### config.mk
export PLATFORM = sky130hd
export DESIGN_NAME = game_sequencer
export DESIGN_NICKNAME = d
export VERILOG_FILES = /design/src/rtl/game_pkg.sv /design/src/rtl/btn_debounce.sv /design/src/rtl/game_sequencer.sv
export SDC_FILE = /design/constraint.sdc
export NUM_CORES = 1
export LEC_CHECK = 0
export CORE_ASPECT_RATIO = 1.75
export CORE_MARGIN = 2
export CORE_UTILIZATION = 35
export DETAILED_ROUTE_END_ITERATION = 8
export GPL_TIMING_DRIVEN = 0
export PLACE_DENSITY = 0.52
export SETUP_SLACK_MARGIN = 0.02
export SYNTH_ARGS = -nofsm -noshare
export SYNTH_HDL_FRONTEND = slang
export SYNTH_SLANG_ARGS = --single-unit
### constraint.sdc
create_clock -name clk -period 4.8 [get_ports clk]
set_input_delay 0.96 -clock clk [delete_from_list [all_inputs] [get_ports clk]]
set_output_delay 0.96 -clock clk [all_outputs]
set_load 0.02 [all_outputs]
### src/rtl/game_pkg.sv
// ----------------------------------------------------------------------------
// game_pkg
// Shared game constants: controller state encoding and state/counter widths.
// ----------------------------------------------------------------------------
package game_pkg;

    localparam int unsigned STATE_W = 3;
    // Hold counter is wide enough for any legal reset_pulse length (1..255)
    localparam int unsigned HOLD_W  = 8;

    typedef enum logic [STATE_W-1:0] {
        StMenu    = 3'd0,
        StArm     = 3'd1,
        StPlay    = 3'd2,
        StPause   = 3'd3,
        StRespawn = 3'd4,
        StWin     = 3'd5,
        StOver    = 3'd6
    } state_e;

endpackage

### src/rtl/btn_debounce.sv
// ----------------------------------------------------------------------------
// btn_debounce
// Two-flop synchroniser, counter debouncer and rising-edge press pulse for one
// raw asynchronous button.
// Ports:
//   clk      - system clock
//   rst_n    - asynchronous active-low reset
//   i_btn    - raw button level (asynchronous)
//   o_press  - one-cycle pulse when the debounced level rises
// ----------------------------------------------------------------------------
module btn_debounce #(
    parameter int unsigned DEBOUNCE_CYC = 4
) (
    input  logic clk,
    input  logic rst_n,
    input  logic i_btn,
    output logic o_press
);

    localparam int unsigned CNT_W = (DEBOUNCE_CYC < 2) ? 1 : $clog2(DEBOUNCE_CYC);
    localparam logic [CNT_W-1:0] CNT_LAST = CNT_W'(DEBOUNCE_CYC - 1);

    logic             r_sync1;
    logic             r_sync2;
    logic             r_level;
    logic [CNT_W-1:0] r_cnt;
    logic             r_press;

    logic w_differ;
    logic w_accept;

    // r_cnt counts how many consecutive samples already disagreed with the
    // debounced level; the DEBOUNCE_CYC-th disagreeing sample flips it.
    always_comb begin
        w_differ = (r_sync2 != r_level);
        w_accept = w_differ && (r_cnt == CNT_LAST);
    end

    always_ff @(posedge clk or negedge rst_n) begin
        if (!rst_n) begin
            r_sync1 <= 1'b0;
            r_sync2 <= 1'b0;
            r_level <= 1'b0;
            r_cnt   <= '0;
            r_press <= 1'b0;
        end else begin
            r_sync1 <= i_btn;
            r_sync2 <= r_sync1;
            r_press <= w_accept && r_sync2;
            if (!w_differ) begin
                r_cnt <= '0;
            end else if (w_accept) begin
                r_cnt   <= '0;
                r_level <= r_sync2;
            end else begin
                r_cnt <= r_cnt + 1'b1;
            end
        end
    end

    assign o_press = r_press;

endmodule

### src/rtl/game_sequencer.sv
// ----------------------------------------------------------------------------
// game_sequencer
// Top-level game controller: debounced start/pause buttons, game FSM, entity
// reset hold counter, lives and level bookkeeping.
// Ports:
//   clk, rst_n     - clock, asynchronous active-low reset
//   start_button   - raw start/restart button
//   pause_button   - raw pause/resume button
//   snake_len      - current snake length
//   collision      - collision flag
//   ctrl_state     - current FSM state encoding
//   system_active  - high only while playing
//   reset_pulse    - entity reset, high in ARM and RESPAWN
//   lives, level   - remaining lives, current level
// ----------------------------------------------------------------------------
module game_sequencer
    import game_pkg::*;
#(
    parameter int unsigned GRID_SIZE    = 100,
    parameter int unsigned DEBOUNCE_CYC = 4,
    parameter int unsigned RESET_HOLD   = 15,
    parameter int unsigned LIVES        = 3,
    parameter int unsigned LEVEL_STEP   = 10,
    parameter int unsigned MAX_LEVEL    = 7
) (
    input  logic                             clk,
    input  logic                             rst_n,
    input  logic                             start_button,
    input  logic                             pause_button,
    input  logic [$clog2(GRID_SIZE+1)-1:0]   snake_len,
    input  logic                             collision,
    output logic [STATE_W-1:0]               ctrl_state,
    output logic                             system_active,
    output logic                             reset_pulse,
    output logic [$clog2(LIVES+1)-1:0]       lives,
    output logic [$clog2(MAX_LEVEL+1)-1:0]   level
);

    localparam int unsigned LF_W = $clog2(LIVES + 1);
    localparam int unsigned LV_W = $clog2(MAX_LEVEL + 1);

    logic w_start_press;
    logic w_pause_press;

    state_e            r_state;
    logic [HOLD_W-1:0] r_hold;
    logic [LF_W-1:0]   r_lives;
    logic [LV_W-1:0]   r_level;

    state_e            w_state_next;
    logic [HOLD_W-1:0] w_hold_next;
    logic [LF_W-1:0]   w_lives_next;
    logic [LV_W-1:0]   w_level_next;

    logic [31:0]       w_quot;
    logic [LV_W-1:0]   w_level_target;
    logic [LV_W-1:0]   w_level_play;
    logic              w_grid_full;

    btn_debounce #(
        .DEBOUNCE_CYC (DEBOUNCE_CYC)
    ) u_start_db (
        .clk     (clk),
        .rst_n   (rst_n),
        .i_btn   (start_button),
        .o_press (w_start_press)
    );

    btn_debounce #(
        .DEBOUNCE_CYC (DEBOUNCE_CYC)
    ) u_pause_db (
        .clk     (clk),
        .rst_n   (rst_n),
        .i_btn   (pause_button),
        .o_press (w_pause_press)
    );

    // Level candidate: saturated snake_len/LEVEL_STEP, never below current level
    always_comb begin
        w_quot         = 32'(snake_len) / LEVEL_STEP;
        w_level_target = (w_quot >= MAX_LEVEL) ? LV_W'(MAX_LEVEL) : LV_W'(w_quot);
        w_level_play   = (w_level_target > r_level) ? w_level_target : r_level;
        w_grid_full    = (32'(snake_len) >= GRID_SIZE);
    end

    always_comb begin
        w_state_next = r_state;
        w_hold_next  = r_hold;
        w_lives_next = r_lives;
        w_level_next = r_level;
        case (r_state)
            StMenu: begin
                if (w_start_press) begin
                    w_state_next = StArm;
                    w_lives_next = LF_W'(LIVES);
                    w_level_next = '0;
                    w_hold_next  = HOLD_W'(RESET_HOLD);
                end
            end
            StArm, StRespawn: begin
                w_hold_next = r_hold - 1'b1;
                // <= 1 also recovers from a corrupted zero count
                if (r_hold <= HOLD_W'(1)) begin
                    w_state_next = StPlay;
                    w_hold_next  = '0;
                end
            end
            StPlay: begin
                w_level_next = w_level_play;
                if (w_grid_full) begin
                    w_state_next = StWin;
                end else if (collision) begin
                    if (r_lives <= LF_W'(1)) begin
                        w_state_next = StOver;
                        w_lives_next = '0;
                    end else begin
                        w_state_next = StRespawn;
                        w_lives_next = r_lives - 1'b1;
                        w_hold_next  = HOLD_W'(RESET_HOLD);
                    end
                end else if (w_pause_press) begin
                    w_state_next = StPause;
                end
            end
            StPause: begin
                if (w_start_press || w_pause_press) begin
                    w_state_next = StPlay;
                end
            end
            StWin, StOver: begin
                if (w_start_press) begin
                    w_state_next = StMenu;
                end
            end
            default: begin
                w_state_next = StMenu;
            end
        endcase
    end

    always_ff @(posedge clk or negedge rst_n) begin
        if (!rst_n) begin
            r_state <= StMenu;
            r_hold  <= '0;
            r_lives <= '0;
            r_level <= '0;
        end else begin
            r_state <= w_state_next;
            r_hold  <= w_hold_next;
            r_lives <= w_lives_next;
            r_level <= w_level_next;
        end
    end

    assign ctrl_state    = r_state;
    assign system_active = (r_state == StPlay);
    assign reset_pulse   = (r_state == StArm) || (r_state == StRespawn);
    assign lives         = r_lives;
    assign level         = r_level;

endmodule

==> results.txt, run 1 <==
- Number of max-capacitance violations reported: 0
- Of the cells placed in the final design, the portion with a size suffix greater than 1 is 0.121.
* Antenna Cells: 0
* Flop pwr share: 0.448
- After detailed routing, the total wire length is slightly below 5000 µm.
- In the synthesized netlist, the number of instances is roughly 230.
* Slew Limit Headroom: 0.522
* Peak supply drop: approximately 0.21 mV
- Total of endpoints with negative setup slack in the final report: 0
- Buffer type at the clock tree root: sky130_fd_sc_hd__clkbuf_8
* Die width: 60.9 µm
* Period utilisation layout: 0.945
- Yosys warning total: 0
- The number of antenna violations at the first check in global routing was 0.
- Counting every sink on the clock net gives 28.
* Register area: approximately 700 µm²
- Area of combinational cells with multiple inputs: around 1200 µm²
- DRC: 0
- The library cell used most frequently in the layout, excluding fill and tap cells, is sky130_fd_sc_hd__dfrtp_1.
* Maximum count of clock buffers along a single path: 2
* Library cell with the largest summed area after synthesis: sky130_fd_sc_hd__dfrtp_1
* Run status: finished clean
* Cell area after layout: 2430 µm²
- In the synthesized netlist the dominant register cell turns out to be sky130_fd_sc_hd__dfrtp_1.
- Fraction of power consumed by the clock network: 0.293
- Once placement completed, the tool counted placed cells totaling between 300 and 400.
- The signal on the critical path passes through clkdlybuf4s50_1, buf_4, inv_1, ha_1, inv_1, ha_1, o21ai_4, and4_2, nor2_1, o41ai_1, o21ai_1, a2bb2oi_2, ha_1, nor2b_1, o21a_1, o21ai_4, nor3_1, a22o_1, a22o_1.
- CTS built an H-tree with a depth of 1.
- In this run the power spent charging and discharging nets is approximately 180 µW.
* Worst endpoint data arrival time: 4.70 ns
* Cell internal pwr: around 450 µW
- Counting both buffers and inverters, the worst setup path holds a total of 4.
- Worst setup slack after layout: roughly 0.26 ns
- Post-Syn Area per Cell: between 8 and 9 µm²
- Flops & latches, synth: 28
* Largest delay share family, worst path: compound AO/OA/AOI/OAI gates
* Crit path top cell by count: sky130_fd_sc_hd__ha_1
- TritonCTS clock tree: done
- The share of the Yosys chip area taken by registers is 0.354.
* Height of the die: 104 µm
* Fin. max-slew vios: 0
- Initial core utilization: 0.360
* Non-filler instance count after layout: approximately 330
- Leading cell types in the layout, fill and taps excluded: sky130_fd_sc_hd__dfrtp_1 (28), sky130_fd_sc_hd__o21ai_0 (23), sky130_fd_sc_hd__clkdlybuf4s50_1 (20), sky130_fd_sc_hd__nor2_1 (19), sky130_fd_sc_hd__nand2_1 (19)
- Area of the placeable core: ~5500 µm²
* Routed length per placed instance: approximately 15 µm
* Peak fanout along the critical path: 10
- The first global-routing pass estimated around 8200 µm of wire.
- In this run the count of I/O pins placed on the die edge is 22.
- Kind of launch point of the worst setup path: input pin
- During placement, the flow inserted port buffers numbering 21.
- Row generation in the floorplan step produced 36 rows.
- For this run, the detailed router's first-pass iteration total came to 4.
- Compared with the post-synthesis result, the final layout area differs by 22.6%.
- Initial drt markers: 85
- Of the total power, combinational logic draws 0.259.
- Largest net degree at the start of global routing: 29
- Data on the critical path is required at its endpoint by about 5.0 ns.
- The via count of the first global-routing pass came to about 1,700.
- Post-synthesis net count: between 200 and 300
- Async SR Flop Fraction: 1.00
- Area share of the largest cell type after synthesis: 0.354
* Final Power: about 630 µW
- Main area contributors after synthesis: sky130_fd_sc_hd__dfrtp_1 (35%), sky130_fd_sc_hd__ha_1 (6.9%), sky130_fd_sc_hd__o21ai_0 (6.8%)
- Post-placement setup slack: -0.799 ns
- In this run the remaining antenna-violating nets after routing total 0.
- The synthesized netlist contains 52 unique library cells.
* Maximum clock frequency: 220 MHz
* Slowest-stage cell, CP: sky130_fd_sc_hd__clkdlybuf4s50_1
- For this run, the total global-route usage over all layers was measured as 0.167.
* Clock insertion delay at the later pin of the skew report: between 0.2 and 0.3 ns
- P_leak: about 0.00098 µW
- Clock edge transition at the registers on the reported setup and hold paths: ~0.10 ns
* Final setup skew: between 0.007 and 0.008 ns
- Counting the fill cells in the layout gives between 500 and 600.
- After synthesis the cells add up to a little under 2000 µm².
* # hold bufs at CTS: 0
- On the worst path, the slowest cell contributes a delay of around 0.58 ns.
* Post-synth EDFFs: 0
- Summing all placed instances gives a cell area of between 2000 and 2500 µm².
- The worst setup path is captured at a flip-flop.
- Number of nets in the finished design: between 200 and 300
- The tightest min-delay check is of the flip-flop to flip-flop type.
* Global-route congestion overflow total: 0
- Die footprint: ~6300 µm²
* Inserted Clock Buffers: 3
- In this run the power density over the cells is ~260 nW/µm².
* Post-detailed-placement half-perimeter wirelength: approximately 3800 µm
- Clock period minus final worst setup slack: roughly 4.5 ns
- Slew of the pin with the lowest slew margin: approximately 0.71 ns
- Of the total power, the share spent switching nets is 0.279.
- Final estimated routing congestion in global placement: roughly 0.82
- Worst Setup Path Type: input pin to flip-flop
* Average vias per placed instance: between 5 and 6
- Number of vias in the routed layout: 1,775
- Setup repair after global routing left no endpoint under its margin.
* Count of final hold-check violations: 0
## per-stage QoR
step	util	hold slack (ns)	TNS (ns)
5_1_grt	0.442	0.364	0
3_3_place_gp	0.416	0.335	-1.98
3_5_place_dp	0.416	0.339	-2.07
2_1_floorplan	-	0.331	0
4_1_cts	0.431	0.362	0
6_report	0.442	0.357	0
## layer usage
metal  vias up  track usage  share of wire
met1       838        0.189           0.39
met3        10       0.0150          0.026
met4         0       0.0683          0.025
met2        37        0.301           0.56
li1        890            -              -
met5         -            0              0
## registers in the layout, summed over array words and instances (netlist names)
name,flops
r_hold,8
ctrl_state,3
level,3
lives,2
u_pause_db.r_cnt,2
u_start_db.r_cnt,2
u_pause_db.o_press,1
u_pause_db.r_level,1
u_pause_db.r_sync1,1
u_pause_db.r_sync2,1
u_start_db.o_press,1
u_start_db.r_level,1
u_start_db.r_sync1,1
u_start_db.r_sync2,1
## cells in the mapped netlist, types with 2 or more instances
library cell               count
sky130_fd_sc_hd__a22o_1        7
sky130_fd_sc_hd__clkbuf_1      8
sky130_fd_sc_hd__o21ai_0      27
sky130_fd_sc_hd__a21oi_1      10
sky130_fd_sc_hd__and2_1        2
sky130_fd_sc_hd__nand2_1      19
sky130_fd_sc_hd__or2_2         5
sky130_fd_sc_hd__xnor2_1       6
sky130_fd_sc_hd__dfrtp_1      28
sky130_fd_sc_hd__nand2b_1      7
sky130_fd_sc_hd__inv_1        12
sky130_fd_sc_hd__and3b_1       2
sky130_fd_sc_hd__o21ai_1       2
sky130_fd_sc_hd__nor3_1        8
sky130_fd_sc_hd__mux2_2        2
sky130_fd_sc_hd__a31oi_1       2
sky130_fd_sc_hd__and3_1        2
sky130_fd_sc_hd__nor2_1       19
sky130_fd_sc_hd__nand3_1       4
sky130_fd_sc_hd__o41ai_1       4
sky130_fd_sc_hd__nor2b_1       6
sky130_fd_sc_hd__ha_1         11
sky130_fd_sc_hd__o21a_1        7
## area by class of cell
class	instances	area share
multi-input cells	180	0.514
flip-flops and latches	28	0.289
repair buffers	24	0.0938
well taps	76	0.0392
inverters	12	0.0185
clock buffers	3	0.0170
plain buffers	9	0.0170
clock inverters	1	0.0124
## power by group through the flow
stage          registers [µW]  clock network [µW]  logic, µW
6_report                  281                 184        163
4_1_cts                   281                 194        152
3_5_place_dp              286                   0        149
5_1_grt                   285                 200        182
2_1_floorplan             285                   0        101
3_3_place_gp              285                   0        148
## cell families (layout without fill, tap and decap cells)
| family | Yosys count | after routing | synth area share |
|---|---|---|---|
| compound gates | 76 | 76 | 0.264 |
| buf+inv | 21 | 49 | 0.0404 |
| mux | 3 | 3 | 0.0164 |
| flops | 28 | 28 | 0.354 |
| xor+xnor | 6 | 6 | 0.0265 |
| simple gates | 84 | 84 | 0.229 |
| fa+ha+maj | 11 | 11 | 0.0695 |
## path summary, 6_finish.rpt
check / from / endpoint / slack [ns] / cells past startpoint
worst min-delay path: u_start_db.r_sync1$_DFF_PN0_ / u_start_db.r_sync2$_DFF_PN0_ / 0.36 / 0
worst max register to register: r_hold[0]$_DFFE_PN0P_ / ctrl_state[1]$_DFFE_PN0P_ / 2.28 / 10
worst max-delay path: snake_len[5] / level[2]$_DFFE_PN0P_ / 0.26 / 19
worst min register to register: u_start_db.r_sync1$_DFF_PN0_ / u_start_db.r_sync2$_DFF_PN0_ / 0.36 / 0
max in group asynchronous: rst_n / ctrl_state[1]$_DFFE_PN0P_ / 3.69 / 1
min in group asynchronous: rst_n / r_hold[0]$_DFFE_PN0P_ / 0.69 / 1
## timing repair
action / CTS / global route
pin swaps: 0 / 4
buffers inserted: 0 / 3
resized for setup: 6 / 12
setup endpoints to repair: 3 / 2
Note: power is estimated with default switching activity, not from simulation.
==> run 2, diff against run 1 <==
- RECOVER_POWER: default -> 50
==> run 2 against run 1 <==
  * Critical path type unchanged
  * Sequential share of layout area hardly changed
  * The flow now finishes with violations (max-capacitance violations, max-slew violations)
  * Flip-flop and latch count unchanged
  * Clock power barely moved
  * Via count unchanged
  * Sequential power hardly changed
  * Critical endpoint unchanged
  * Utilization is essentially flat
  * Hold slack did not move
  * Clock-buffer cell count stayed put
==> results.txt, run 2 (synthesized netlist as in run 1, its figures left out) <==
- Global-route congestion overflow total: 0 (unchanged)
* Post-placement setup slack: -0.799 ns (unchanged)
- Worst EP required: 4.97 ns (about the same)
* Area of the placeable core: 5500 µm² (unchanged)
* Die width: 60.9 µm (unchanged)
- Layout cell share with drive strength beyond 1: 0.117 (-0.00389)
- Number of global-route vias before repair: 1,733 (unchanged)
- Final estimated routing congestion in global placement: 0.821 (unchanged)
* Critical-path cell list: clkdlybuf4s50_1, buf_4, inv_1, ha_1, inv_1, ha_1, o21ai_4, and4_2, nor2_1, o41ai_1, o21ai_1, a2bb2oi_2, ha_1, nor2b_1, o21a_1, o21ai_4, nor3_1, a22o_1, a22o_1
- Maximum count of clock buffers along a single path: 2 (unchanged)
* Number of clock sinks: 28 (unchanged)
* TritonCTS clock tree: done
* Count of final hold-check violations: 0 (unchanged)
- Number of vias in the routed layout: 1,775 (unchanged)
- The final reports fail on max-capacitance violations, max-slew violations.
* Height of the die: 104 µm (unchanged)
- The total negative slack for setup checks is 0 ns (unchanged).
* Initial core utilization: 0.360 (unchanged)
* Area of combinational cells with multiple inputs: 1250 µm² (unchanged)
* Initial drt markers: 85 (unchanged)
- Grouping stages by cell kind, the critical path spends the most delay in compound AO/OA/AOI/OAI gates.
- Met2 track demand over resource in global routing: 0.301 (unchanged)
- The count of antenna-violating nets left after detailed routing is 0 (unchanged).
* Setup repair after global routing missed its margin: no
- Most frequent standard cell in the layout excluding fill and tap cells: sky130_fd_sc_hd__dfrtp_1
* Final setup skew: 0.00722 ns (-0.0000442 ns)
- Final wirelength: 4880 µm (about the same)
- The wire length per cell is 14.6 µm (about the same).
- The area of all sequential standard cells is 701 µm² (unchanged).
* Port Buffer Count: 21 (unchanged)
- In this run the worst hold path is classified as flip-flop to flip-flop.
- Met3 routing resource usage after global routing: 0.0150 (unchanged)
* Post-detailed-placement half-perimeter wirelength: 3800 µm (unchanged)
- Final Power: 628 µW (about the same)
* Slew Limit Headroom: -0.00492 (-0.527)
* Cell Pwr Density: 259 nW/µm² (about the same)
* Maximum clock frequency: 220 MHz (about the same)
- Worst Path Buf+Inv: 4 (unchanged)
- Core Rows: 36 (unchanged)
* Peak fanout along the critical path: 10 (unchanged)
* Worst setup slack after layout: 0.264 ns (-0.0000520 ns)
- Kind of launch point of the worst setup path: input pin
- Worst endpoint data arrival time: 4.70 ns (about the same)
- Run status: complete, but fails checks
* Slew of the pin with the lowest slew margin: 1.51 ns (+0.799 ns)
* Crit path top cell by count: sky130_fd_sc_hd__ha_1
- The area growth from synthesis to final layout came to 22.6% (about the same).
- The global-route wire length before repair is 8160 µm (unchanged).
- Fin. max-slew vios: 29 (+29)
- Post-Place Cells: 326 (unchanged)
- The final worst-path cycle share was 0.945 (about the same).
* Critical path endpoint category: flip-flop
- Layer carrying the most global-route usage: met2
* Inserted Clock Buffers: 3 (unchanged)
- Die footprint: 6300 µm² (unchanged)
- The worst voltage drop across the vdd grid came to 0.214 mV (about the same).
* Antenna Cells: 0 (unchanged)
* P_leak: 0.000983 µW (-0.23%)
- Flip-flop count of the largest register, all copies and words added: 8 (unchanged)
* Average vias per placed instance: 5.33 (unchanged)
- Slowest-stage cell, CP: sky130_fd_sc_hd__clkdlybuf4s50_1
- Number of inserted filler cells in the final layout: 568 (-0.35%)
- The number of H-tree levels was 1 (unchanged).
* Buffer type at the clock tree root: sky130_fd_sc_hd__clkbuf_8
- The met1 routing resource usage after global routing was 0.189 (unchanged).
* Total of endpoints with negative setup slack in the final report: 0 (unchanged)
* Antenna violations before repair: 0 (unchanged)
- Leading cell types in the layout, fill and taps excluded: sky130_fd_sc_hd__dfrtp_1 (28), sky130_fd_sc_hd__o21ai_0 (23), sky130_fd_sc_hd__nor2_1 (19), sky130_fd_sc_hd__nand2_1 (19), sky130_fd_sc_hd__clkdlybuf4s50_1 (18)
- The post-detailed-route DRC marker count came to 0 (unchanged).
- Clock edge transition at the registers on the reported setup and hold paths: 0.10 ns (about the same)
- The number of max-capacitance violations reported came to 1 (+1).
- Largest net degree at the start of global routing: 29 (unchanged)
- Number of nets in the finished design: 281 (unchanged)
- GRT Resource Usage Total: 0.167 (unchanged)
* Clock insertion delay at the later pin of the skew report: 0.27 ns (about the same)
- Non-filler instance count after layout: 333 (unchanged)
- Top-Level Pins: 22 (unchanged)
- The worst setup path is of the input pin to flip-flop kind.
- The maximum cell stage delay along the critical path was 0.58 ns (about the same).
- The worst hold slack after final layout is 0.357 ns (unchanged).
- Clock period minus final worst setup slack: 4.54 ns (+0.0000520 ns)
* Top reg by flops: r_hold
* Detailed-routing iteration count for the pre-antenna-repair pass: 4 (unchanged)
==> run 2: cell types whose count changed in the layout (fill, tap and decap cells not counted) <==
cell	previous run	this run
sky130_fd_sc_hd__clkdlybuf4s50_1	20	18
sky130_fd_sc_hd__dlygate4sd3_1	0	2
sky130_fd_sc_hd__buf_2	1	0
sky130_fd_sc_hd__clkbuf_1	7	8
==> run 2: per-stage QoR <==
step / cell area (µm²) / utilization
floorplan: 1980 / -
global placement: 2290 / 0.416
detailed placement: 2290 / 0.416
CTS: 2370 / 0.431
global route: 2430 / 0.442
finish: 2430 / 0.442
==> run 2: power by group <==
| part | leakage [µW] | total [µW] | switching [µW] | internal [µW] |
|---|---|---|---|---|
| combinational | 0.000600 | 162 | 84.5 | 77.9 |
| sequential | 0.000347 | 281 | 18.4 | 263 |
| clock | 0.0000357 | 184 | 72.1 | 112 |
| total | 0.000983 | 628 | 175 | 453 |
==> run 2: final timing paths <==
check | start | cells past startpoint | endpoint | slack (ns)
max in group asynchronous | rst_n | 1 | ctrl_state[1]$_DFFE_PN0P_ | 2.89
worst min-delay path | u_start_db.r_sync1$_DFF_PN0_ | 0 | u_start_db.r_sync2$_DFF_PN0_ | 0.36
worst max register to register | r_hold[0]$_DFFE_PN0P_ | 10 | ctrl_state[1]$_DFFE_PN0P_ | 2.28
worst max-delay path | snake_len[5] | 19 | level[2]$_DFFE_PN0P_ | 0.26
min in group asynchronous | rst_n | 1 | r_hold[0]$_DFFE_PN0P_ | 1.03
worst min register to register | u_start_db.r_sync1$_DFF_PN0_ | 0 | u_start_db.r_sync2$_DFF_PN0_ | 0.36
==> run 2: metal layers <==
metal	routed length [µm]	part of all wire
met4	121	0.025
met3	128	0.026
met2	2720	0.56
met1	1910	0.39
met5	0	0
==> run 2: what timing repair did <==
action                     4_1_cts  5_1_grt
hold buffers                     0        0
pin swaps                        0        4
setup endpoints to repair        3        2
buffers inserted                 0        3
resized for setup                6       12
==> run 2: layout make-up <==
cell class | instances | share of cell area
multi-input combinational | 180 | 0.514
sequential | 28 | 0.289
timing repair buffer | 24 | 0.0933
tap | 76 | 0.0392
inverter | 12 | 0.0186
clock buffer | 3 | 0.0170
buffer | 9 | 0.0170
clock inverter | 1 | 0.0124
